`src/rtl/mips_pkg.sv`:
```
// Shared constants for the mini MIPS datapath: word width and the
// two-entry elastic stage state encoding.
package mips_pkg;

    localparam int unsigned WORD_W = 32;

    // State encoding doubles as the held-word count.
    localparam logic [1:0] ST_EMPTY = 2'd0;
    localparam logic [1:0] ST_ONE   = 2'd1;
    localparam logic [1:0] ST_FULL  = 2'd2;

    typedef enum logic [1:0] {
        StEmpty = ST_EMPTY,
        StOne   = ST_ONE,
        StFull  = ST_FULL
    } state_t;

endpackage

```
`src/rtl/pipe_skid32.sv`:
```
// Two-entry elastic pipeline register with skid buffer and synchronous flush.
// All outputs decode registers only, so in_ready never depends on out_ready
// within a cycle.
module pipe_skid32
    import mips_pkg::*;
#(
    parameter int unsigned WIDTH = WORD_W
) (
    input  logic             clk,
    input  logic             rst_n,
    input  logic             flush,
    input  logic             in_valid,
    input  logic [WIDTH-1:0] in_data,
    output logic             in_ready,
    output logic             out_valid,
    output logic [WIDTH-1:0] out_data,
    input  logic             out_ready,
    output logic [1:0]       occupancy
);

    state_t           state_q, state_d;
    logic [WIDTH-1:0] main_q, main_d;
    logic [WIDTH-1:0] skid_q, skid_d;
    logic             in_fire;
    logic             out_fire;

    assign in_fire  = in_valid & in_ready;
    assign out_fire = out_valid & out_ready;

    // Next-state and data-register steering; flush overrides every transition.
    always_comb begin
        state_d = state_q;
        main_d  = main_q;
        skid_d  = skid_q;
        if (flush) begin
            // Data registers keep stale contents; out_valid=0 masks them.
            state_d = StEmpty;
        end else begin
            unique case (state_q)
                StEmpty: begin
                    if (in_fire) begin
                        state_d = StOne;
                        main_d  = in_data;
                    end
                end
                StOne: begin
                    if (in_fire && out_fire) begin
                        // Zero-bubble pass-through.
                        main_d = in_data;
                    end else if (in_fire) begin
                        state_d = StFull;
                        skid_d  = in_data;
                    end else if (out_fire) begin
                        state_d = StEmpty;
                    end
                end
                StFull: begin
                    if (out_fire) begin
                        state_d = StOne;
                        main_d  = skid_q;
                    end
                end
                default: state_d = StEmpty;
            endcase
        end
    end

    // State and data registers with asynchronous clear.
    always_ff @(posedge clk or negedge rst_n) begin
        if (!rst_n) begin
            state_q <= StEmpty;
            main_q  <= '0;
            skid_q  <= '0;
        end else begin
            state_q <= state_d;
            main_q  <= main_d;
            skid_q  <= skid_d;
        end
    end

    // Output decode of registered state.
    always_comb begin
        out_data  = main_q;
        out_valid = (state_q != StEmpty);
        in_ready  = (state_q != StFull);
        occupancy = state_q;
    end

endmodule

```
`config.mk`:
```
export PLATFORM = sky130hd
export DESIGN_NAME = pipe_skid32
export DESIGN_NICKNAME = d
export VERILOG_FILES = /design/src/rtl/mips_pkg.sv /design/src/rtl/pipe_skid32.sv
export SDC_FILE = /design/constraint.sdc
export NUM_CORES = 1
export LEC_CHECK = 0
export CAP_MARGIN = 20
export CORE_MARGIN = 2
export CORE_UTILIZATION = 44
export CTS_BUF_LIST = sky130_fd_sc_hd__clkbuf_8 sky130_fd_sc_hd__clkbuf_16
export DETAILED_ROUTE_END_ITERATION = 6
export MAX_ROUTING_LAYER = met4
export PLACE_DENSITY_LB_ADDON = 0.12
export SYNTH_ARGS = -nofsm -noshare
export SYNTH_HDL_FRONTEND = slang
export SYNTH_SLANG_ARGS = --single-unit
```
`constraint.sdc`:
```
create_clock -name clk -period 1.65 [get_ports clk]
set_clock_uncertainty 0.1 [all_clocks]
set_input_delay 0.495 -clock clk [delete_from_list [all_inputs] [get_ports clk]]
set_output_delay 0.495 -clock clk [all_outputs]
set_load 0.005 [all_outputs]
```
==> results of run 1 <==
[cell usage in the layout, fill, tap and decap left out, types with 2 or more instances in the layout]
cell / n
dfrtp_1: 64
mux2_4: 57
dlygate4sd2_1: 34
clkdlybuf4s50_1: 33
mux2_2: 32
buf_4: 23
buf_6: 11
clkbuf_8: 10
buf_12: 9
mux2_1: 7
buf_16: 3
clkbuf_16: 3
buf_2: 3
nor2b_4: 2
a21oi_1: 2
clkinv_4: 2
bufinv_16: 2
dfrtp_2: 2
buf_8: 2
[Yosys cell counts]
cell	instances	area share (%)
mux2_2	77	29
dfrtp_1	66	55
mux2_1	11	4.1
mux2_4	8	4.0
buf_6	7	2.6
buf_8	3	1.5
a21oi_1	2	0.33
nor2b_2	2	0.58
a21oi_4	1	0.54
inv_1	1	0.12
nand2_1	1	0.12
nand2_2	1	0.21
nand2b_1	1	0.21
nand3b_1	1	0.25
nor2_1	1	0.12
nor3_1	1	0.17
nor3b_4	1	0.62
o21a_1	1	0.25
o22a_2	1	0.33
or2_2	1	0.21
[registers in the layout, indices dropped and copies added, names as in the netlist]
name,flops
occupancy,2
out_data,32
skid_q,32
[worst max-delay path by stage]
stage / startpoint / cells past startpoint / endpoint / slack, ns
2_1_floorplan: in_valid / 4 / skid_q[3] / -0.03
3_3_place_gp: out_ready / 5 / skid_q[17] / -0.58
3_5_place_dp: out_ready / 5 / skid_q[13] / -0.62
4_1_cts: occupancy[0] / 9 / skid_q[28] / -0.20
5_1_grt: occupancy[0] / 8 / skid_q[28] / -0.27
6_report: occupancy[0] / 6 / out_data[9] / -0.20
[cells by family after synthesis]
family,Yosys count,synth area share [%]
buffers and inverters,11,4.24
flip-flops,66,54.9
multiplexers,96,36.9
AO/OA/AOI/OAI,5,1.46
AND/OR/NAND/NOR,10,2.50
[worst register-to-register path, delay by kind of cell, from the launching register on]
family / cells / cell delay, ns
and+or+nand+nor: 1 / 0.16
buffers and inverters: 3 / 0.47
DFF: 1 / 0.43
muxes: 2 / 0.57
[cell type report]
cell class / count / area (um2)
Timing Repair Buffer: 121 / 1310
Multi-Input combinational cell: 111 / 1440
Clock inverter: 6 / 90.1
Sequential cell: 66 / 1650
Tap cell: 80 / 100
Fill cell: 474 / 1990
Clock buffer: 10 / 138
Inverter: 1 / 3.75
[power by group through the flow]
stage / Sequential, mW / Combinational [mW] / Clock, mW
after floorplan: 2.20 / 0.485 / 0
after detailed placement: 2.23 / 1.06 / 0
after global placement: 2.21 / 1.03 / 0
final: 2.20 / 1.28 / 1.52
after CTS: 2.20 / 1.27 / 1.55
after global routing: 2.25 / 1.38 / 1.63
[timing repair]
action	CTS	global route
endpoints found under the setup margin	100	67
hold endpoints to repair	0	0
resized for setup	124	11
pin swaps	3	2
setup buffers	27	2
gates cloned	5	3
[routing by layer]
layer / GRT usage [%] / vias up / routed length (um) / part of all wire (%)
met1: 25.5 / 993 / 3150 / 46
met2: 32.9 / 48 / 3350 / 49
met5: - / - / 0 / 0
met3: 6.00 / 8 / 296 / 4.3
met4: 4.69 / 0 / 65 / 0.95
li1: - / 916 / - / -
==> flow_summary.toml, run 1 <==
[clock_tree]
clkTransAtPathRegs_ns = 0.07
cts_made_buffers = 9
clock-sinks = 66
cts_hold_buffers = 0
cts-root-buf = "clkbuf_8"
clock_latency_ns = 0.34
cts.path.max_buffers = 2
cts_tree = "done"
htree_num_levels = 3

[layout]
final_cell_area_um2 = 4730
post-route-util_pct = 70.4
diodes = 0
fin_cells = 395
drive_gt1_share_pct = 54.0
syn2layout_area_growth_pct = 57.3
nets = 347

[drt]
totalWireLength_um = 6860
wire_per_inst_um = 17.4
ant_nets = 0
dr.pass1.iters = 4
vias = 1965
initialDrtViolationCount = 68
drc_errors = 0
vias_per_cell = 4.97

[floorplanning]
core-area_um2 = 6720
die_h_um = 86.7
start_util_pct = 44.8
fp-row-count = 30
die_width_um = 86.7
die-area_um2 = 7520
io_pins = 73

[power_and_ir_drop]
switching_share_pct = 24.0
powerDensity_nw_per_um2 = 1060
clock_power_share_pct = 30.4
p_sw_mw = 1.20
vdd_drop_max_v = 0.000823
leakage_nw = 2.18
power_frac_comb_pct = 25.6
p_int_mw = 3.81
power.total_mw = 5.01
seqPwrFrac_pct = 44.0

[sta]
max_slew_margin_pct = 76.5
final_hold_viol_count = 0
layout_min_cycle_time_ns = 1.85
holdWs_ns = 0.0488
setup_viol = 67
grt_setup_unrepaired = "yes"
worst_pin_slew_ns = 0.353
fmax_mhz = 541
tns_ns = -11.53
worst_slack_ns = -0.200
slew_violations = 0
fin_crit_sh_pct = 112

[grt]
grt_pass1_wl_um = 11200
grt-ovfl-total = 0
grt_use_total_pct = 20.4
grt_max_degree = 67
grt_antenna_before_repair = 0
grt_pass1_vias = 2178

[setup_path]
r2r-start = "occupancy[0]"
cp_cell_sequence = "buf_4 -> nor2b_4 -> buf_12 -> clkbuf_16 -> mux2_2 -> mux2_4"
path_max_fanout = 6
cp.arrival_ns = 1.97
cpMaxStageDelayCell = "dfrtp_2"
path_delay_family = "multiplexers"
r2r_cells = 6
crit_path_start_kind = "flop"
crit_buf_inv = 3
cp_slowest_stage_delay_ns = 0.43
r2r_end = "out_data[9]"
worst-setup-path-type = "flop to flop"
cp-end-kind = "flop"
reg2reg_slack_ns = -0.20
cp.required_ns = 1.77

[yosys]
synth_warnings = 0
syn_area_um2 = 3010
synthCells = 188
ys_types = 20
avgSynthCellArea_um2 = 16.0
syn_nets = 225
seq_area_frac_synth_pct = 54.9
ys_ff_latch = 66

[placement]
port_buffers = 72
hpwl_um = 3850
placed_cell_area_um2 = 3880
dpl_worst_slack_ns = -0.622
globalplace.congestion = 0.689
place_inst = 345

[status]
status = "finished, violations left"
violations = "negative setup slack"

[min_path]
hold_path_class = "input port to asynchronous set/reset pin"

[flow_run]
maxCapViolations = 0
(Power assumes the default switching activity.)
==> run 2: changes to the inputs <==
Settings changed: CTS_CLUSTER_DIAMETER from default to 40.
==> results of run 2 <==
No change in the layout: final DEF, timing and power equal those of run 1.
==> run 3: changes to the inputs <==
Settings changed: CORE_ASPECT_RATIO from default to 1.2, SKIP_CTS_REPAIR_TIMING from default to 1, SLEW_MARGIN from default to 20.
==> flow_summary.toml, run 3 (synthesis results as in run 1) <==
[setup_path]
r2r_end = "skid_q[1]"
worst-setup-path-type = "flop to flop"
cp-end-kind = "flop"
crit_path_start_kind = "flop"
startpoint = "occupancy[1]"
reg2reg_slack_ns = -0.22
r2r_cells = 7
path_max_fanout = 8
endpoint = "skid_q[1]"
r2r-start = "occupancy[1]"
cp.required_ns = 1.77
cp.arrival_ns = 1.98

[status]
violations = "negative setup slack"
status = "finished, violations left"

[floorplanning]
die_width_um = 79.5
core-area_um2 = 6730
io_pins = 73
fp-row-count = 33
die_h_um = 94.6
die-area_um2 = 7520
start_util_pct = 44.7

[sta]
setup_viol = 66
final_hold_viol_count = 0
fin_crit_sh_pct = 113
worst_slack_ns = -0.218
holdWs_ns = 0.405
slew_violations = 0
worst_pin_slew_ns = 0.268
grt_setup_unrepaired = "yes"
fmax_mhz = 535
max_slew_margin_pct = 82.1
layout_min_cycle_time_ns = 1.87

[drt]
dr.pass1.iters = 4
ant_nets = 0
initialDrtViolationCount = 62
totalWireLength_um = 6760
drc_errors = 0
vias = 1956
vias_per_cell = 4.91
wire_per_inst_um = 17.0

[placement]
globalplace.congestion = 0.728
port_buffers = 72
placed_cell_area_um2 = 3950
dpl_worst_slack_ns = -0.602
hpwl_um = 3800

[flow_run]
maxCapViolations = 0

[min_path]
hold_path_class = "flop to flop"
worst_hold_path.num_cells = 1

[layout]
layout_common_cells = "64 x mux2_4, 64 x dfrtp_1, 35 x dlymetal6s2s_1, 33 x clkdlybuf4s50_1, 32 x mux2_2"
nets = 343
diodes = 0
fill_cells = 452
final_cell_area_um2 = 4850
seq_area_um2 = 1650
syn2layout_area_growth_pct = 61.3
drive_gt1_share_pct = 54.3
multi_input_comb_area_um2 = 1470
post-route-util_pct = 72.1

[grt]
grt_pass1_wl_um = 9090
grt_pass1_vias = 1910
grt_antenna_before_repair = 0
grt-ovfl-total = 0
grt_use_total_pct = 16.5
grt_max_degree = 33

[power_and_ir_drop]
leakage_nw = 2.47
vdd_drop_max_v = 0.000606
powerDensity_nw_per_um2 = 1110
power.total_mw = 5.39

[clock_tree]
cts-root-buf = "clkbuf_8"
htree_num_levels = 3
cts.path.max_buffers = 2
clock-sinks = 66
clock_latency_ns = 0.34
cts_tree = "done"
cts_made_buffers = 9
clkTransAtPathRegs_ns = 0.07
## run 3: cell type report
type / instances / share of cell area, %
multi-input cells: 111 / 30.2
flip-flops and latches: 66 / 34.1
repair buffers: 117 / 27.9
inverters: 1 / 0.0773
well taps: 87 / 2.24
clock inverters: 6 / 2.65
clock buffers: 10 / 2.84
## run 3: worst min-delay path by stage
| stage | startpoint | to | slack (ns) |
|---|---|---|---|
| final | out_data[19] | out_data[19] | 0.40 |
| after global routing | out_data[19] | out_data[19] | 0.42 |
| after CTS | rst_n | out_data[2] | -0.1 |
| after detailed placement | rst_n | out_data[2] | 0.27 |
| after global placement | rst_n | out_data[2] | 0.27 |
| after floorplan | rst_n | occupancy[0] | 0.1 |
## run 3: layer usage
metal	wire length [um]	up-vias	GRT usage, %	share of wire [%]
li1	-	911	-	-
met1	3010	980	20.1	45
met2	3310	55	24.8	49
met3	323	10	4.78	4.8
met4	117	0	9.05	1.7
met5	0	-	-	0
## run 3: power breakdown
| part | switching (mW) | internal (mW) | leakage [nW] |
|---|---|---|---|
| sequential | 0.200 | 2.01 | 0.793 |
| clock | 0.606 | 1.19 | 0.138 |
| combinational | 0.367 | 1.02 | 1.54 |
## run 3: critical path: stages (launching register included)
cell and delay [ns]:
dfrtp_2 0.40, buf_6 0.12, buf_6 0.11, nor2b_4 0.14, nor3b_4 0.24, buf_12 0.16, clkbuf_16 0.17, mux2_4 0.30
## run 3: stage by stage
stage / setup TNS (ns) / std cells
floorplan: -0.830 / 188
global placement: -35.36 / 356
detailed placement: -36.71 / 356
CTS: -19.55 / 372
global route: -14.65 / 398
finish: -11.91 / 398
